===== src/rtl/mips_pkg.sv =====
// ============================================================================
// Module   : mips_pkg
// Brief    : Shared types and constants for the MIPS write-back slice
// Revision : 1.0 - initial release
// ============================================================================
`default_nettype none

package mips_pkg;

  localparam int REG_ADDR_W = 5;
  localparam int DATA_W     = 32;
  localparam logic [REG_ADDR_W-1:0] REG_ZERO = 5'd0;

  // One pending register-file write
  typedef struct packed {
    logic [REG_ADDR_W-1:0] addr;
    logic [DATA_W-1:0]     data;
  } wb_entry_t;

  // Buffer occupancy classification
  typedef enum logic [1:0] {
    OCC_EMPTY   = 2'd0,
    OCC_PARTIAL = 2'd1,
    OCC_FULL    = 2'd2
  } occ_state_t;

  // Write-back data select: load data or ALU result
  function automatic logic [DATA_W-1:0] wb_mux(
    input logic              memtoreg,
    input logic [DATA_W-1:0] alu_res,
    input logic [DATA_W-1:0] mem_dat
  );
    return memtoreg ? mem_dat : alu_res;
  endfunction

endpackage

`default_nettype wire


===== src/rtl/wb_fifo.sv =====
// ============================================================================
// Module   : wb_fifo
// Brief    : DEPTH-entry synchronous FIFO of wb_entry_t with age-ordered
//            read-out of every slot (slot 0 = oldest) for forwarding lookup
// Revision : 1.0 - initial release
// ============================================================================
`default_nettype none

module wb_fifo
  import mips_pkg::*;
#(
  parameter int DEPTH = 2
) (
  input  logic                  clk,
  input  logic                  rst_n,
  input  logic                  i_push,
  input  wb_entry_t             i_din,
  input  logic                  i_pop,
  output wb_entry_t             o_dout,
  output logic                  o_full,
  output logic                  o_empty,
  output wb_entry_t [DEPTH-1:0] o_age_entry,
  output logic      [DEPTH-1:0] o_age_vld
);

  localparam int AW = (DEPTH > 1) ? $clog2(DEPTH) : 1;
  localparam int CW = AW + 1;

  wb_entry_t        r_mem [DEPTH];
  logic [AW-1:0]    r_wr_ptr;
  logic [AW-1:0]    r_rd_ptr;
  logic [CW-1:0]    r_count;
  occ_state_t       r_state;

  logic             w_do_push;
  logic             w_do_pop;
  logic [CW-1:0]    w_count_nxt;

  // Push/pop are self-protected so an overflow or underflow can never corrupt pointers
  assign w_do_push   = i_push & (r_state != OCC_FULL);
  assign w_do_pop    = i_pop  & (r_state != OCC_EMPTY);
  assign w_count_nxt = r_count + CW'(w_do_push) - CW'(w_do_pop);

  assign o_full  = (r_state == OCC_FULL);
  assign o_empty = (r_state == OCC_EMPTY);
  assign o_dout  = r_mem[r_rd_ptr];

  // Storage, pointers and occupancy state; pointers wrap naturally (DEPTH is a power of 2)
  always_ff @(posedge clk or negedge rst_n) begin
    if (!rst_n) begin
      for (int i = 0; i < DEPTH; i++) r_mem[i] <= '0;
      r_wr_ptr <= '0;
      r_rd_ptr <= '0;
      r_count  <= '0;
      r_state  <= OCC_EMPTY;
    end else begin
      if (w_do_push) begin
        r_mem[r_wr_ptr] <= i_din;
        r_wr_ptr        <= r_wr_ptr + 1'b1;
      end
      if (w_do_pop) r_rd_ptr <= r_rd_ptr + 1'b1;
      r_count <= w_count_nxt;
      if (w_count_nxt == '0)
        r_state <= OCC_EMPTY;
      else if (w_count_nxt == CW'(DEPTH))
        r_state <= OCC_FULL;
      else
        r_state <= OCC_PARTIAL;
    end
  end

  // Present slots oldest-first so the consumer can pick the youngest match by scan order
  always_comb begin
    o_age_entry = '0;
    o_age_vld   = '0;
    for (int k = 0; k < DEPTH; k++) begin
      o_age_entry[k] = r_mem[AW'(r_rd_ptr + AW'(k))];
      o_age_vld[k]   = (CW'(k) < r_count);
    end
  end

endmodule

`default_nettype wire


===== src/rtl/regfile_writeback.sv =====
// ============================================================================
// Module   : regfile_writeback
// Brief    : MIPS write-back stage. Buffers MEM-stage results and issues one
//            register-file write per cycle; optional forwarding of pending
//            results to decode (enable with macro WB_FWD_EN).
// Revision : 1.0 - initial release
// ============================================================================
`default_nettype none

module regfile_writeback
  import mips_pkg::*;
#(
  parameter int DEPTH = 2,
  parameter int CNT_W = 16
) (
  input  logic                  clk,
  input  logic                  rst_n,
  input  logic                  in_valid,
  output logic                  in_ready,
  input  logic [REG_ADDR_W-1:0] in_dest,
  input  logic [DATA_W-1:0]     in_alu_res,
  input  logic [DATA_W-1:0]     in_mem_dat,
  input  logic                  in_memtoreg,
  input  logic                  in_regwrite,
  input  logic                  wb_hold,
  output logic [REG_ADDR_W-1:0] write_add,
  output logic [DATA_W-1:0]     write_dat,
  output logic                  regwrite,
  input  logic [REG_ADDR_W-1:0] fwd_reg_1,
  input  logic [REG_ADDR_W-1:0] fwd_reg_2,
  output logic                  fwd_hit_1,
  output logic                  fwd_hit_2,
  output logic [DATA_W-1:0]     fwd_dat_1,
  output logic [DATA_W-1:0]     fwd_dat_2,
  output logic [CNT_W-1:0]      wb_count
);

  wb_entry_t             w_in_entry;
  wb_entry_t             w_head;
  wb_entry_t [DEPTH-1:0] w_age_entry;
  logic      [DEPTH-1:0] w_age_vld;
  logic                  w_full;
  logic                  w_empty;
  logic                  w_push;
  logic                  w_pop;

  // Ready depends only on registered occupancy: a same-cycle drain does not free a slot early
  assign in_ready = ~w_full;

  // Non-writing instructions and $zero targets are filtered out before buffering
  assign w_push          = in_valid & in_ready & in_regwrite & (in_dest != REG_ZERO);
  assign w_pop           = ~w_empty & ~wb_hold;
  assign w_in_entry.addr = in_dest;
  assign w_in_entry.data = wb_mux(in_memtoreg, in_alu_res, in_mem_dat);

  wb_fifo #(
    .DEPTH (DEPTH)
  ) u_fifo (
    .clk         (clk),
    .rst_n       (rst_n),
    .i_push      (w_push),
    .i_din       (w_in_entry),
    .i_pop       (w_pop),
    .o_dout      (w_head),
    .o_full      (w_full),
    .o_empty     (w_empty),
    .o_age_entry (w_age_entry),
    .o_age_vld   (w_age_vld)
  );

  // Register-file write port: one-cycle regwrite pulse per pop, address/data hold last write
  always_ff @(posedge clk or negedge rst_n) begin
    if (!rst_n) begin
      write_add <= '0;
      write_dat <= '0;
      regwrite  <= 1'b0;
      wb_count  <= '0;
    end else begin
      regwrite <= w_pop;
      if (w_pop) begin
        write_add <= w_head.addr;
        write_dat <= w_head.data;
        wb_count  <= wb_count + 1'b1;
      end
    end
  end

`ifdef WB_FWD_EN
  // Forwarding: the write in flight is oldest, then buffer slots oldest-first; later matches override
  always_comb begin
    fwd_hit_1 = 1'b0;
    fwd_dat_1 = '0;
    fwd_hit_2 = 1'b0;
    fwd_dat_2 = '0;
    if (regwrite && (write_add == fwd_reg_1)) begin
      fwd_hit_1 = 1'b1;
      fwd_dat_1 = write_dat;
    end
    if (regwrite && (write_add == fwd_reg_2)) begin
      fwd_hit_2 = 1'b1;
      fwd_dat_2 = write_dat;
    end
    for (int k = 0; k < DEPTH; k++) begin
      if (w_age_vld[k] && (w_age_entry[k].addr == fwd_reg_1)) begin
        fwd_hit_1 = 1'b1;
        fwd_dat_1 = w_age_entry[k].data;
      end
      if (w_age_vld[k] && (w_age_entry[k].addr == fwd_reg_2)) begin
        fwd_hit_2 = 1'b1;
        fwd_dat_2 = w_age_entry[k].data;
      end
    end
    // $zero is never buffered, but a query for it must never hit regardless
    if (fwd_reg_1 == REG_ZERO) begin
      fwd_hit_1 = 1'b0;
      fwd_dat_1 = '0;
    end
    if (fwd_reg_2 == REG_ZERO) begin
      fwd_hit_2 = 1'b0;
      fwd_dat_2 = '0;
    end
  end
`else
  // Forwarding disabled: ports tied off, read-out and query inputs intentionally unused
  logic w_unused_fwd;
  assign w_unused_fwd = ^{w_age_entry, w_age_vld, fwd_reg_1, fwd_reg_2};
  assign fwd_hit_1    = 1'b0;
  assign fwd_hit_2    = 1'b0;
  assign fwd_dat_1    = '0;
  assign fwd_dat_2    = '0;
`endif

endmodule

`default_nettype wire


===== config.mk =====
export PLATFORM = sky130hd
export DESIGN_NAME = regfile_writeback
export DESIGN_NICKNAME = d
export VERILOG_FILES = /design/src/rtl/mips_pkg.sv /design/src/rtl/wb_fifo.sv /design/src/rtl/regfile_writeback.sv
export SDC_FILE = /design/constraint.sdc
export NUM_CORES = 1
export LEC_CHECK = 0
export ABC_AREA = 1
export CAP_MARGIN = 10
export CORE_MARGIN = 10
export CORE_UTILIZATION = 45
export CTS_CLUSTER_DIAMETER = 100
export CTS_CLUSTER_SIZE = 8
export DETAILED_ROUTE_END_ITERATION = 6
export PLACE_DENSITY = 0.86
export SLEW_MARGIN = 20
export SYNTH_ARGS = -nofsm -noshare
export SYNTH_HDL_FRONTEND = slang
export SYNTH_SLANG_ARGS = --single-unit

===== constraint.sdc =====
create_clock -name clk -period 2.4 [get_ports clk]
set_clock_uncertainty 0.05 [all_clocks]
set_input_delay 0.6 -clock clk [delete_from_list [all_inputs] [get_ports clk]]
set_output_delay 0.6 -clock clk [all_outputs]
set_load 0.01 [all_outputs]

==> results.json <==
{
  "synth_cell_types": 27,
  "synth_top_family_by_area": "simple AND/OR/NAND/NOR gates",
  "cp-start-kind": "flop",
  "clock_path_buffers": 2,
  "outcome": "finished clean",
  "vias": 5073,
  "drt_iter0_markers": 358,
  "clock_sinks": 133,
  "end_kind": "primary output",
  "place_congestion": 0.745,
  "syn2layout_area_growth_pct": 27.3,
  "ys_warn_count": 0,
  "yosysTopAreaCell": "dfrtp_1",
  "synth_top_area_share_pct": 50.9,
  "row_count": 44,
  "wl_met2_mm": 8.45,
  "synth-seq-area-share_pct": 50.9,
  "synthTopCellsByCount": "nand2_1 (312), dfrtp_1 (133), buf_4 (71), nor2_1 (52), a31oi_1 (37)",
  "ant_nets": 0,
  "synth_ff_type": "dfrtp_1",
  "crit_fanout": 2,
  "grt_overflow_total": 0,
  "crit_required_ns": 1.75,
  "routedWlPerCell_um": 15.0,
  "yosys-top-cells-area": "dfrtp_1 (51%), nand2_1 (18%), buf_4 (8.1%), mux2_2 (5.5%), a31oi_1 (3.5%)",
  "grt_pass1_vias": 5213,
  "synthXorXnorAreaFrac_pct": 1.74,
  "htreeDepth": 4,
  "n_antenna_cell": 0,
  "drtPass1Iterations": 5,
  "setup_viol": 0,
  "synth_seq_cells": 133,
  "dieArea_sq_um": 19800,
  "hold_path_class": "input port to async pin",
  "cts_hold_buf": 0,
  "vias_per_cell": 4.72,
  "synth_edf_count": 0,
  "antenna_found_initial": 0,
  "max_freq_mhz": 441,
  "die_x_um": 141,
  "highest_layer": "met4",
  "hold_viol": 0,
  "core_area_sq_um": 14400,
  "synthSimpleGateAreaFrac_pct": 25.1,
  "synthMuxAreaShare_pct": 5.51,
  "postCtsSetupBuffers": 0,
  "path_buf_inv": 2,
  "worst_pin_slew_ns": 1.04,
  "fin_nets": 968,
  "avgSynthCellArea_sq_um": 8.69,
  "rsz0062_at_grt": "no",
  "worst_ir_drop_vdd_mv": 0.502,
  "synth_compound_gate_area_share_pct": 3.61,
  "initial_core_util_pct": 45.5,
  "io_pins": 206,
  "fill_cells": 1263,
  "drive_above_1_share_pct": 11.7,
  "dr_wl_met3_um": 964,
  "cts_resized": 0,
  "wl_mm": 16.1,
  "hpwlAfterDp_mm": 10.8,
  "p_leak_nw": 4.04,
  "drcViolationCount": 0,
  "setup_tns_ns": 0,
  "cap_violations": 0,
  "path_cells": "nor2_1 -> inv_1 -> clkdlybuf4s50_1",
  "critPathKind": "flop to primary output",
  "cts_tree": "done",
  "cts_made_buffers": 17,
  "grt_max_degree": 82,
  "grt_pass1_wl_mm": 26.1,
  "synth.most_common_cell": "nand2_1",
  "synth_fa_ha_area_share_pct": 0.574,
  "grtUsageTotal_pct": 16.3,
  "finalMaxSlewViolations": 0,
  "power_density_nw_per_um2": 1200,
  "die_h_um": 141,
  "critPathSlowestCell": "clkdlybuf4s50_1",
  "relSlewSlack_pct": 30.3,
  "hold_ws_ns": 0.0840,
  "min_period_ns": 2.27,
  "clkTransAtPathRegs_ns": 0.05,
  "insertion_delay_ns": 0.41,
  "cp_top_family": "buffers and inverters",
  "finalCritPeriodShare_pct": 94.6,
  "regArea_sq_um": 3330,
  "p_total_mw": 9.96,
  "synthArstFlopShare_pct": 100,
  "cts-root-buf": "clkbuf_16",
  "syn_area_sq_um": 6540,
  "drt-met1-wl_mm": 6.52,
  "cp_slowest_stage_delay_ns": 0.49,
  "crit_arrival_ns": 1.62,
  "synth_cells": 753,
  "multi_input_area_sq_um": 2640,
  "port_buffers": 129
}
-- routing by layer --
| metal | up-vias | track usage, % |
|---|---|---|
| li1 | 2476 | - |
| met4 | 0 | 5.11 |
| met2 | 159 | 28.7 |
| met1 | 2420 | 18.4 |
| met5 | - | 0 |
| met3 | 18 | 5.17 |
-- where the power goes --
group	switching, mW	total (mW)	internal [mW]
Combinational	1.91	3.53	1.61
Clock	0.890	2.54	1.65
Sequential	0.608	3.90	3.29
-- final timing paths --
kind / from / endpoint / slack, ns / cells after the start
worst min-delay path: rst_n / u_fifo.r_mem[38]$_DFFE_PN0P_ / 0.08 / 1
worst min register to register: u_fifo.r_mem[35]$_DFFE_PN0P_ / u_fifo.r_mem[35]$_DFFE_PN0P_ / 0.42 / 2
worst max register to register: u_fifo.r_state[1]$_DFF_PN0_ / u_fifo.r_mem[55]$_DFFE_PN0P_ / 0.46 / 7
worst max-delay path: u_fifo.r_count[0]$_DFF_PN0_ / in_ready / 0.13 / 3
min in group clk: u_fifo.r_mem[35]$_DFFE_PN0P_ / u_fifo.r_mem[35]$_DFFE_PN0P_ / 0.42 / 2
max in group asynchronous: rst_n / u_fifo.r_mem[71]$_DFFE_PN0P_ / 1.50 / 2
-- stage by stage --
stage / setup WS, ns / std cells / cell area (sq um) / util, %
finish: 0.131 / 1074 / 8330 / 58.0
global route: 0.0262 / 1074 / 8330 / 58.0
CTS: 0.100 / 1074 / 8330 / 58.0
detailed placement: -0.126 / 1045 / 7750 / 54.0
global placement: -0.104 / 1045 / 7750 / 54.0
floorplan: 0.355 / 818 / 6790 / -
-- flip-flops by register name, indices dropped and copies added, names as in the netlist --
register,cells
write_dat,32
u_fifo.r_mem,74
wb_count,16
u_fifo.r_count,2
u_fifo.r_state,1
u_fifo.r_wr_ptr,1
u_fifo.r_rd_ptr,1
write_add,5
regwrite,1
-- logic make-up (layout without fill, tap and decap cells) --
kind of cell               Yosys count  count (layout)
and+or+nand+nor                    406             406
DFF                                133             133
buffers and inverters              127             199
AOI/OAI and AO/OA                   38              38
muxes                               32              32
xor gates and xnor gates            13              13
adders and majority gates            3               3
other                                1              66
-- final cells by class --
cell class / instances / area share, %
Clock buffer: 25 / 6.07
Inverter: 28 / 1.29
Tap cell: 184 / 2.76
Timing Repair Buffer: 142 / 17.4
Multi-Input combinational cell: 558 / 31.7
Clock inverter: 4 / 0.841
Sequential cell: 133 / 40.0
-- cells in the final DEF (no fill, tap or decap) --
cell | synthesis | layout
nor2_1 | 52 | 52
clkbuf_1 | 6 | 3
conb_1 | 1 | 66
inv_4 | 1 | 1
nor2_2 | 1 | 1
buf_4 | 71 | 8
clkbuf_8 | 0 | 5
bufinv_16 | 0 | 2
xor2_1 | 7 | 7
nor2b_1 | 1 | 1
clkdlybuf4s50_1 | 0 | 127
nor3_1 | 2 | 2
nor3_2 | 1 | 1
nand2_2 | 20 | 20
mux2_2 | 32 | 32
nor2_4 | 2 | 2
nand4_1 | 4 | 4
buf_12 | 3 | 5
nand2_1 | 312 | 312
clkinv_2 | 0 | 2
buf_2 | 18 | 1
clkbuf_16 | 0 | 17
nand2_4 | 3 | 3
a31oi_1 | 37 | 37
o21ai_0 | 1 | 1
xnor2_1 | 6 | 6
inv_1 | 24 | 24
ha_1 | 3 | 3
nand3_1 | 8 | 8
buf_6 | 0 | 1
inv_2 | 3 | 3
dfrtp_1 | 133 | 133
Power figures use the tool's default switching activity.
